### src/rtl/regfile_wport_arbiter.sv
// regfile_wport_arbiter
//   Shares the single register-file write port among NREQ writeback
//   requesters (ALU, LSU, CSR, ...). Grants are round-robin starting at ptr;
//   the winning write is registered and presented on rf_* one cycle after the
//   handshake. Writes to x0 are acknowledged but never enable the register file.
//
// Ports
//   clk        clock, rising edge
//   rst        synchronous active-high reset
//   flush      blocks all grants (and pointer movement) this cycle
//   req_valid  per-requester write request
//   req_ready  per-requester grant, combinational, one-hot or zero
//   req_addr   packed destination indices, requester i at [i*ADDR_WIDTH +: ADDR_WIDTH]
//   req_data   packed write data, requester i at [i*DATA_WIDTH +: DATA_WIDTH]
//   rf_wen     registered write enable
//   rf_waddr   registered write address
//   rf_wdata   registered write data
//   grant_id   registered index of the requester whose write is on rf_*
module regfile_wport_arbiter #(
    parameter int ADDR_WIDTH = 5,
    parameter int DATA_WIDTH = 32,
    parameter int NREQ       = 2,
    localparam int IDW       = $clog2(NREQ)
) (
    input  logic                       clk,
    input  logic                       rst,
    input  logic                       flush,
    input  logic [NREQ-1:0]            req_valid,
    output logic [NREQ-1:0]            req_ready,
    input  logic [NREQ*ADDR_WIDTH-1:0] req_addr,
    input  logic [NREQ*DATA_WIDTH-1:0] req_data,
    output logic                       rf_wen,
    output logic [ADDR_WIDTH-1:0]      rf_waddr,
    output logic [DATA_WIDTH-1:0]      rf_wdata,
    output logic [IDW-1:0]             grant_id
);

    logic [IDW-1:0]        ptr_q, ptr_d;
    logic                  wen_q, wen_d;
    logic [ADDR_WIDTH-1:0] waddr_q, waddr_d;
    logic [DATA_WIDTH-1:0] wdata_q, wdata_d;
    logic [IDW-1:0]        gid_q, gid_d;

    logic                  found;
    logic [IDW-1:0]        sel_idx;
    logic [ADDR_WIDTH-1:0] sel_addr;
    logic [DATA_WIDTH-1:0] sel_data;

    // (p + k) mod NREQ for p, k < NREQ; explicit wrap so non-power-of-2
    // NREQ never lands on an unused index.
    function automatic int wrap_idx(input int p, input int k);
        int s;
        s = p + k;
        return (s >= NREQ) ? s - NREQ : s;
    endfunction

    // Round-robin scan beginning at ptr_q; first valid requester wins.
    always_comb begin
        found    = 1'b0;
        sel_idx  = '0;
        sel_addr = '0;
        sel_data = '0;
        for (int k = 0; k < NREQ; k++) begin
            if (!found && req_valid[wrap_idx(int'(ptr_q), k)]) begin
                found    = 1'b1;
                sel_idx  = IDW'(wrap_idx(int'(ptr_q), k));
                sel_addr = req_addr[wrap_idx(int'(ptr_q), k)*ADDR_WIDTH +: ADDR_WIDTH];
                sel_data = req_data[wrap_idx(int'(ptr_q), k)*DATA_WIDTH +: DATA_WIDTH];
            end
        end
        // Reset and flush suppress the handshake entirely, so nothing transfers.
        if (rst || flush) found = 1'b0;
    end

    always_comb begin
        req_ready = '0;
        for (int k = 0; k < NREQ; k++) begin
            req_ready[k] = found && (sel_idx == IDW'(k));
        end
    end

    always_comb begin
        ptr_d   = ptr_q;
        wen_d   = 1'b0;
        waddr_d = waddr_q;
        wdata_d = wdata_q;
        gid_d   = gid_q;
        if (found) begin
            ptr_d   = (sel_idx == IDW'(NREQ - 1)) ? '0 : sel_idx + IDW'(1);
            wen_d   = (sel_addr != '0);
            waddr_d = sel_addr;
            wdata_d = sel_data;
            gid_d   = sel_idx;
        end
    end

    always_ff @(posedge clk) begin
        if (rst) begin
            ptr_q   <= '0;
            wen_q   <= 1'b0;
            waddr_q <= '0;
            wdata_q <= '0;
            gid_q   <= '0;
        end else begin
            ptr_q   <= ptr_d;
            wen_q   <= wen_d;
            waddr_q <= waddr_d;
            wdata_q <= wdata_d;
            gid_q   <= gid_d;
        end
    end

    assign rf_wen   = wen_q;
    assign rf_waddr = waddr_q;
    assign rf_wdata = wdata_q;
    assign grant_id = gid_q;

endmodule

### config.mk
export PLATFORM = sky130hd
export DESIGN_NAME = regfile_wport_arbiter
export DESIGN_NICKNAME = d
export VERILOG_FILES = /design/src/rtl/regfile_wport_arbiter.sv
export SDC_FILE = /design/constraint.sdc
export NUM_CORES = 1
export LEC_CHECK = 0
export ABC_AREA = 1
export BUFFER_PORTS_ARGS = -buffer_cell sky130_fd_sc_hd__clkbuf_2
export CAP_MARGIN = 20
export CORE_MARGIN = 4
export CORE_UTILIZATION = 49
export CTS_CLUSTER_DIAMETER = 100
export DETAILED_ROUTE_END_ITERATION = 10
export MAX_ROUTING_LAYER = met4
export PLACE_DENSITY_LB_ADDON = 0.12
export SETUP_SLACK_MARGIN = 0.5
export SLEW_MARGIN = 10
export SYNTH_ARGS = -nofsm -noshare
export SYNTH_HDL_FRONTEND = slang
export SYNTH_SLANG_ARGS = --single-unit
### constraint.sdc
create_clock -name clk -period 3.1 [get_ports clk]
set_input_delay 0.155 -clock clk [delete_from_list [all_inputs] [get_ports clk]]
set_output_delay 0.155 -clock clk [all_outputs]
set_load 0.01 [all_outputs]
# Yosys cells after proc, flatten, opt, wreduce, memory -nomap -nowiden
# Index checks and enable logic that the tools add are counted.
# W data, S select, Z words.
word_totals:
  reg_bits: 40
  word_cells: 46
  inputBits: 79
  output_inout_bits: 41
op_classes:
  shift: 4
  n_reduce_logical: 7
  mux: 18
  add_sub_neg: 4
  order_cmp: 4
  bitwise_logic: 2
  mul: 2
ops:
  columns: ["op", "count"]
  rows:
  - ["$mux W32", 4]
  - ["$shiftx A64 B32 Y32", 2]
  - ["$lt A32 B3 Y1 const B", 2]
  - ["$mul A32 B4 Y32 const B", 2]
  - ["$shiftx A10 B32 Y5", 2]
  - ["$mux W1", 12]
  - ["$mux W5", 2]
  - ["$reduce_bool A5 Y1", 1]
  - ["$logic_and A1 B1 Y1", 3]
  - ["$sub A1 B2 Y3 const B", 1]
  - ["$sub A2 B2 Y3 const B", 1]
  - ["$add A1 B1 Y2 const B", 1]
  - ["$ge A1 B2 Y1 const B", 1]
  - ["$ge A2 B2 Y1 const B", 1]
  - ["$not A1 Y1", 2]
  - ["$reduce_or A2 Y1", 1]
  - ["$add A1 B1 Y1 const B", 1]
  - ["$logic_not A1 Y1", 1]
  - ["$logic_or A1 B1 Y1", 1]

# Logic depth before layout (Yosys ltp)
# Gate-level depths: netlist (run 1).
depth:
  ltp_word: 12
  mapped_depth: 10
  ltp_nobuf: 10

# Worst setup path before layout (run 1)
# No wires, ideal clock.
synth_path:
  path_kind: "register to register"
  startpoint: "reg ptr_q"
  endpoint: "reg wdata_q[25] (netlist: rf_wdata[25])"
  t_arrival_ns: 1.055
  path_stages_with_launch: 8
  setup_slack_ns: 1.927
  period_less_slack_ns: 1.173
  path_cell_list: "dfxtp_1 -> inv_2 -> buf_2 -> buf_2 -> nand2_1 -> nand2_1 -> a21oi_1 -> a21oi_1"
synth_between:
  elab_chain_len: 10
synth_lines:
  columns: ["element", "line_no", "rtl"]
  rows:
  - ["from (decl)", "38", "logic [IDW-1:0] ptr_q, ptr_d;"]
  - ["from (signal assigned)", "105", "ptr_q <= ptr_d;"]
  - ["parallel branches: the longest is 10 deep, another holds $sub A2 B2 Y3", null, null]
  - ["to (signal assigned)", "108", "wdata_q <= wdata_d;"]
  - ["to (decl)", "41", "logic [DATA_WIDTH-1:0] wdata_q, wdata_d;"]
# Parallel ways; which one is timed is not known. The select of a mux whose other input is x is not followed.
# A chain may end at the register's enable or synchronous reset.

# Worst setup path in the final report (run 1)
layout_path:
  startpoint: "reg ptr_q"
  endpoint: "reg wdata_q[19] (netlist: rf_wdata[19])"
# Same word-level chain as after synthesis.

==> key figures, run 1 <==
Job
  – Total of max-cap violations: 0

Floorplan
  – Die area: ~7000 um2
  – Row count: 26
  – Die Wd: 82.9 um
  – Core area: 5270 um2
  – Die Y: between 80 and 90 um
  – I/O pins: 120
  – Initial Util: a little over half

Cells and area
  – Most common cell after layout, fill and taps aside: nand2_1
  – Area Growth Syn to Fin: 24.0%
  – Layout Cells excl Fill: a little over 600
  – N_diodes: 0
  – Filler cells: 517
  – Share of layout cells above drive strength 1: between 20% and 30%
  – Most frequent cells in the layout: nand2_1 (209), clkbuf_2 (119), a21oi_1 (71)
  – Core Util, Final: 64.6%
  – Nets: approximately 620

Critical path
  – CP Data Required Time: 3280 ps
  – Critical Path Source Type: flip-flop
  – CP endpoint kind: flip-flop
  – WS Path Type: flip-flop to flip-flop
  – CP max FO: 44
  – Crit path DAT: around 2500 ps

Power
  – Peak supply drop: 0.213 mV
  – Final Total Pwr: approximately 1.3 mW
  – Cell leakage power: between 1.5 and 2 nW
  – Pwr/cell area: 376 nW/um2

Detailed routing
  – DRT Pass-1 Iters: 6
  – 1st-iter DRT viols: 167
  – Via count: roughly 3200
  – Antenna viol nets, final: 0
  – DRC: 0
  – DR WL/cell: roughly 13 um
  – WL final: approximately 7.8 mm
  – Vias per cell: between 5 and 6

Clocking
  – Clock sink count: 40
  – Setup bufs post-CTS: 0
  – Worst-path clk slew: ~80 ps
  – H-tree Lvls: 2
  – CTS tree: built
  – Hold Buf Count CTS: 0
  – Later-pin clock latency in the skew report: 290 ps
  – CTS buffer count: 5
  – Max clock buf depth: 2
  – CTS root buffer: clkbuf_8
  – Resize count post-CTS: 0

STA
  – Worst hold margin: about 190 ps
  – Final worst-path cycle share: between 70 and 80%
  – Final min period: between 2000 and 2500 ps
  – Fmax: 430 MHz
  – Final hold vios: 0
  – Final Skew: about 5.6 ps
  – Final Max Tran Viols: 0
  – RSZ-0062 raised after global routing: false
  – Final setup fails: 0
  – Slew margin rel.: approximately half
  – Setup TNS: 0 ps
  – Slew @ Worst Pin: 756 ps

Synth
  – Netlist cell types: 20
  – Post-synthesis sequential area ratio: just under 30%
  – Mapped Cells: about 450
  – Synth Net Count: between 500 and 600
  – #FFs+latches synth: 40
  – Post-synthesis cell area: 2750 um2
  – Synth Warn #: 0
  – Syn avg cell area: 6.12 um2

GRT
  – Global-route wire length before repair: between 10 and 15 mm
  – Vias in the first global route: 2986
  – Total global-route track usage: a little under a quarter
  – Grt ovf: 0
  – Initial antenna violation count: 0
  – Largest net degree at the start of global routing: 55

Place
  – DP Wirelength: between 5 and 6 mm
  – Inst Count DP: 608
  – IO buf count: between 100 and 150
  – GP Congestion: approximately 0.86

Status
  – Status: completed

Min path
  – Worst Hold Class: input port to flip-flop
[metrics by stage]
step                      cell area, um2  setup slack, ps
final                               3400              774
after global routing                3400              513
after CTS                           3400              782
after detailed placement            3310              796
after global placement              3290              811
after floorplan                     2750             1930
[sequential cells by signal (all words and copies together) (netlist names)]
| register | count |
|---|---|
| rf_wdata | 32 |
| rf_wen | 1 |
| ptr_q | 1 |
| rf_waddr | 5 |
| grant_id | 1 |
[layout make-up]
class | instances | area [um2] | share of cell area [%]
multi-input combinational | 364 | 1740 | 51.0
sequential | 40 | 802 | 23.6
timing repair buffer | 123 | 646 | 19.0
clock buffer | 8 | 90.1 | 2.65
tap | 70 | 87.6 | 2.57
inverter | 11 | 43.8 | 1.29
[per-layer routing]
metal | routed length (um) | GRT usage, % | share of wire, % | vias up
li1 | - | - | - | 1656
met4 | 58 | 4.61 | 0.74 | 0
met5 | 0 | - | 0 | -
met3 | 464 | 4.65 | 6.0 | 5
met2 | 3730 | 38.9 | 48 | 102
met1 | 3540 | 28.6 | 45 | 1462
[cell usage after synthesis (all sizes together)]
cell      n  area [um2]
nand2   212         808
a21oi    71         355
dfxtp    40         801
a21o     32         240
o21bai   32         240
buf      27         148
inv      11        43.8
clkbuf    7        26.3
nand3     6        30.0
nor2      5        18.8
o21ai     5        28.8
o22ai     1        6.26
[worst paths after layout]
kind,from,end,slack [ps],cells after the start
worst min-delay path,req_data[43],rf_wdata[11]$_SDFFE_PP0P_,190,4
worst max register to register,ptr_q$_SDFFE_PP0P_,rf_wdata[19]$_SDFFE_PP0P_,770,6
worst max-delay path,ptr_q$_SDFFE_PP0P_,rf_wdata[19]$_SDFFE_PP0P_,770,6
worst min register to register,rf_waddr[2]$_SDFFE_PP0P_,rf_waddr[2]$_SDFFE_PP0P_,470,2
[report_power, final]
part	leakage, nW	total, mW	internal [mW]	switching (mW)
Sequential	0.329	0.572	0.546	0.0256
Combinational	1.54	0.350	0.145	0.206
Clock	0.0455	0.359	0.182	0.178
[cell families (layout without fill, tap and decap cells)]
family,count (synthesis),in the layout,share of synthesized area (%)
AND/OR/NAND/NOR,223,223,31.2
buffers and inverters,45,142,7.93
flip-flops,40,40,29.2
AO/OA/AOI/OAI,141,141,31.7
[critical path, cell delays in order (launching register included)]
cell and delay, ps:
dfxtp_2 820, inv_2 340, nand2_1 200, nand2_4 100, nand2_2 520, a21o_1 140
a21oi_1 60
(Power assumes the default switching activity.)
==> run 2, diff against run 1 <==
--- a/config.mk
+++ b/config.mk
@@ -9,7 +9,7 @@
 export BUFFER_PORTS_ARGS = -buffer_cell sky130_fd_sc_hd__clkbuf_2
 export CAP_MARGIN = 20
 export CORE_MARGIN = 4
-export CORE_UTILIZATION = 49
+export CORE_UTILIZATION = 48
 export CTS_CLUSTER_DIAMETER = 100
 export DETAILED_ROUTE_END_ITERATION = 10
 export MAX_ROUTING_LAYER = met4
==> constraint.sdc (replaced) <==
create_clock -name clk -period 2.2 [get_ports clk]
set_input_delay 0.11 -clock clk [delete_from_list [all_inputs] [get_ports clk]]
set_output_delay 0.11 -clock clk [all_outputs]
set_load 0.01 [all_outputs]
==> key figures, run 2 (synthesis results as in run 1) <==
Status
  – Status: completed

STA
  – Slew @ Worst Pin: about 640 ps
  – Fmax: about 640 MHz
  – Final hold vios: 0
  – Slew margin rel.: 57.2%
  – RSZ-0062 raised after global routing: true
  – Final WS setup: between 600 and 700 ps
  – Final Skew: around 7.0 ps
  – Final worst-path cycle share: between 70% and 80%
  – Final Max Tran Viols: 0
  – Final setup fails: 0
  – Worst hold margin: between 100 and 150 ps
  – Final min period: between 1500 and 2000 ps
  – Setup TNS: 0 ps

GRT
  – Vias in the first global route: 2906
  – Total global-route track usage: about 22%
  – Initial antenna violation count: 0
  – Largest net degree at the start of global routing: 55
  – Global-route wire length before repair: around 13 mm
  – Grt ovf: 0

Power
  – Final Total Pwr: about 1.9 mW
  – Pwr/cell area: about 550 nW/um2
  – Peak supply drop: between 0.2 and 0.3 mV
  – Cell leakage power: slightly below 2 nW

Detailed routing
  – DRC: 0
  – Via count: about 3200
  – DR WL/cell: around 13 um
  – 1st-iter DRT viols: 143
  – DRT Pass-1 Iters: 4
  – WL final: just under 8 mm
  – Antenna viol nets, final: 0
  – Vias per cell: 5.22

Place
  – Placed cell areas: 3320 um2
  – Inst Count DP: 612
  – Post-place setup slack: ~350 ps
  – IO buf count: about 120
  – GP Congestion: a little over 0.8
  – DP Wirelength: 5.40 mm

Cells and area
  – Largest register FFs: 32
  – Layout Cells excl Fill: 620
  – Filler cells: 548
  – Most frequent cells in the layout: nand2_1 (209), clkbuf_2 (119), a21oi_1 (71)
  – Area Growth Syn to Fin: 25.6%
  – Share of layout cells above drive strength 1: around 26%
  – Design area: between 3000 and 4000 um2
  – Nets: about 630
  – N_diodes: 0
  – Most common cell after layout, fill and taps aside: nand2_1
  – Core Util, Final: just over 60%

Clocking
  – Later-pin clock latency in the skew report: 290 ps
  – CTS buffer count: 5
  – Worst-path clk slew: 80 ps
  – Setup bufs post-CTS: 0
  – H-tree Lvls: 2
  – CTS root buffer: clkbuf_8
  – CTS tree: built
  – Max clock buf depth: 2
  – Clock sink count: 40

Critical path
  – Worst R2R Setup Slack: around 650 ps
  – RR Endpoint: rf_wen$_SDFF_PP0_
  – Origin of the worst setup path: ptr_q$_SDFFE_PP0P_
  – RR Startpoint: ptr_q$_SDFFE_PP0P_
  – CP Data Required Time: roughly 2400 ps
  – Crit path DAT: 1760 ps
  – Critical Path Source Type: flip-flop
  – Setup crit end: rf_wen$_SDFF_PP0_
  – CP endpoint kind: flip-flop
  – FF-to-FF path depth: 10
  – WS Path Type: flip-flop to flip-flop
  – CP max FO: 37

Floorplan
  – Row count: 27
  – Core area: around 5500 um2
  – I/O pins: between 100 and 150
  – Die Y: between 80 and 90 um
  – Die area: roughly 7000 um2
  – Die Wd: around 84 um
  – Initial Util: ~50%

Job
  – Total of max-cap violations: 0

Min path
  – Worst Hold Class: input port to flip-flop
  – Worst hold start: req_data[36]
## run 2: where the power goes
group	switching (mW)	internal (mW)	leakage, nW	total, mW
logic	0.301	0.205	1.55	0.507
clock network	0.268	0.337	0.0552	0.605
registers	0.0289	0.769	0.329	0.798
total	0.598	1.31	1.94	1.91
## run 2: worst min path at each step
stage | endpoint | cells after the start
final | rf_wdata[4]$_SDFFE_PP0P_ | 4
after global routing | rf_wdata[13]$_SDFFE_PP0P_ | 4
after CTS | rf_wdata[24]$_SDFFE_PP0P_ | 4
after detailed placement | rf_wdata[4]$_SDFFE_PP0P_ | 4
after global placement | rf_wdata[29]$_SDFFE_PP0P_ | 4
after floorplan | grant_id$_SDFFE_PP0P_ | 3
## run 2: final cells by class
| class | count | area, um2 | area share [%] |
|---|---|---|---|
| clock buffers | 6 | 72.6 | 2.10 |
| inverters | 11 | 48.8 | 1.42 |
| clock inverters | 2 | 35.0 | 1.02 |
| flip-flops and latches | 40 | 805 | 23.3 |
| multi-input cells | 364 | 1740 | 50.5 |
| well taps | 72 | 90.1 | 2.61 |
| repair buffers | 125 | 657 | 19.0 |
## run 2: layer usage
layer,GRT usage (%),vias up,part of all wire [%]
li1,-,1660,-
met1,26.1,1469,45
met2,38.3,96,48
met3,3.85,9,5.5
met4,5.26,0,1.1
met5,-,-,0
## run 2: worst max-delay path, stage by stage, from the launching register on
cell     delay, ps
dfxtp_4        430
buf_4          210
nand2_1        110
nand2_4        140
inv_6          130
nand2_1         90
nand2_1         80
nor2_1         110
nand3_1         70
nand2_1         60
inv_1           40
## run 2: what timing repair did
| item | in CTS | in global routing |
|---|---|---|
| hold buffers | 0 | 0 |
| endpoints found under the setup margin | 32 | 39 |
| gates resized for setup | 1 | 5 |
==> run 3, diff against run 2 <==
==> constraint.sdc (replaced) <==
create_clock -name clk -period 1.55 [get_ports clk]
set_input_delay 0.0775 -clock clk [delete_from_list [all_inputs] [get_ports clk]]
set_output_delay 0.0775 -clock clk [all_outputs]
set_load 0.01 [all_outputs]
==> key figures, run 3 (synthesis results as in run 1) <==
STA
  – Final min period: between 1000 and 1500 ps
  – Slew margin rel.: between 70% and 80%
  – RSZ-0062 raised after global routing: true
  – Final hold vios: 0
  – Final Skew: around 11 ps
  – Final worst-path cycle share: between 80% and 90%
  – Fmax: 746 MHz
  – Final setup fails: 0
  – Final Max Tran Viols: 0
  – Slew @ Worst Pin: just over 400 ps
  – Setup TNS: 0 ps
  – Worst hold margin: around 110 ps
  – Final WS setup: around 210 ps

Place
  – IO buf count: about 120
  – DP Wirelength: ~5.5 mm
  – GP Congestion: 0.881
  – Post-place setup slack: 185 ps
  – Placed cell areas: between 3000 and 4000 um2

Floorplan
  – Die Y: ~84 um
  – I/O pins: 120
  – Row count: 27
  – Initial Util: around 50%
  – Die Wd: about 84 um
  – Core area: 5540 um2
  – Die area: between 6000 and 7000 um2

Cells and area
  – Area Growth Syn to Fin: 48.2%
  – Core Util, Final: about three quarters
  – Share of layout cells above drive strength 1: between 30% and 40%
  – Most frequent cells in the layout: nand2_1 (199), clkbuf_2 (118), a21oi_1 (57)
  – Nets: about 660
  – N_diodes: 0
  – Filler cells: around 460
  – Largest register FFs: 32
  – Most common cell after layout, fill and taps aside: nand2_1
  – Design area: 4070 um2

Detailed routing
  – 1st-iter DRT viols: 379
  – Vias per cell: between 5 and 6
  – DRC: 0
  – WL final: ~10 mm
  – DRT Pass-1 Iters: 8
  – Via count: about 3600
  – Antenna viol nets, final: 0
  – DR WL/cell: 15.9 um

Clocking
  – Later-pin clock latency in the skew report: 300 ps
  – CTS root buffer: clkbuf_8
  – Hold Buf Count CTS: 0
  – Max clock buf depth: 2
  – CTS buffer count: 5
  – CTS tree: built
  – H-tree Lvls: 2
  – Clock sink count: 40
  – Worst-path clk slew: 90 ps

GRT
  – Initial antenna violation count: 0
  – Global-route wire length before repair: approximately 14 mm
  – Total global-route track usage: between 20% and 30%
  – Grt ovf: 0
  – Largest net degree at the start of global routing: 59
  – Vias in the first global route: roughly 3100

Critical path
  – Worst R2R Setup Slack: between 200 and 250 ps
  – Critical Path Source Type: flip-flop
  – CP Data Required Time: ~1800 ps
  – Largest stage delay, worst path: around 400 ps
  – Crit path DAT: roughly 1600 ps
  – Crit-path most repeated cell: a21oi_1
  – WS Path Type: flip-flop to flip-flop
  – Cell Chain, Critical Path: inv_6, nand2_4, nand2_8, inv_8, bufbuf_16, a21oi_1, a21oi_1
  – CP max FO: 13
  – Slowest CP cell: dfxtp_4
  – CP endpoint kind: flip-flop

Status
  – Status: completed

Power
  – Cell leakage power: approximately 2.2 nW
  – Pwr/cell area: roughly 710 nW/um2
  – Peak supply drop: ~0.47 mV

Job
  – Total of max-cap violations: 0

Min path
  – Worst Hold Class: input port to flip-flop
-- run 3: cell count changes in the layout (fill, tap and decap cells not counted), moves of 2 or more --
| cell | change |
|---|---|
| nand2_2 | +7 |
| nand2_1 | -10 |
| a21oi_2 | +13 |
| buf_8 | +2 |
| clkbuf_16 | +4 |
| buf_12 | +5 |
| buf_16 | +2 |
| nand2_8 | +6 |
| buf_4 | +8 |
| a21oi_1 | -14 |
| buf_6 | +5 |
-- run 3: final timing paths --
path                            cells past startpoint                   endpoint                     start
worst min-delay path                                4  rf_wdata[10]$_SDFFE_PP0P_              req_data[42]
worst max register to register                      7  rf_wdata[13]$_SDFFE_PP0P_        ptr_q$_SDFFE_PP0P_
worst max-delay path                                7  rf_wdata[13]$_SDFFE_PP0P_        ptr_q$_SDFFE_PP0P_
worst min register to register                      2   rf_waddr[0]$_SDFFE_PP0P_  rf_waddr[0]$_SDFFE_PP0P_
-- run 3: cell type report --
class	count	area, um2	area share (%)
clock buffers	6	82.6	2.03
clock inverters	2	10.0	0.246
inverters	11	53.8	1.32
multi-input cells	367	1940	47.6
flip-flops and latches	40	805	19.8
well taps	72	90.1	2.21
repair buffers	152	1090	26.8
-- run 3: critical path, delay by kind of cell, from the launching register on --
family                 cells  cell delay [ps]
AO/OA/AOI/OAI              2              270
buffers and inverters      3              450
flip-flops                 1              400
AND/OR/NAND/NOR            2              150
-- run 3: per-layer routing --
metal	track usage [%]	part of all wire, %	up-vias
li1	-	-	1731
met2	43.8	49	209
met5	-	0	-
met1	29.8	39	1648
met4	7.02	2.2	0
met3	5.23	9.0	28
-- run 3: metrics by stage --
stage	std cells	power [mW]
2_1_floorplan	449	1.63
3_3_place_gp	616	1.88
3_5_place_dp	616	1.90
4_1_cts	638	2.76
5_1_grt	650	3.03
6_report	650	2.90
-- run 3: what timing repair did --
action | CTS | global route
gates cloned | 4 | 7
buffers inserted | 10 | 5
setup endpoints to repair | 42 | 41
gates resized for setup | 24 | 33
pin swaps | 5 | 18
-- run 3: power breakdown --
part           internal, mW  total, mW  switching (mW)
clock                 0.356      0.749           0.393
sequential             1.09       1.13          0.0408
combinational         0.455       1.02           0.565
total                  1.90       2.90           0.998
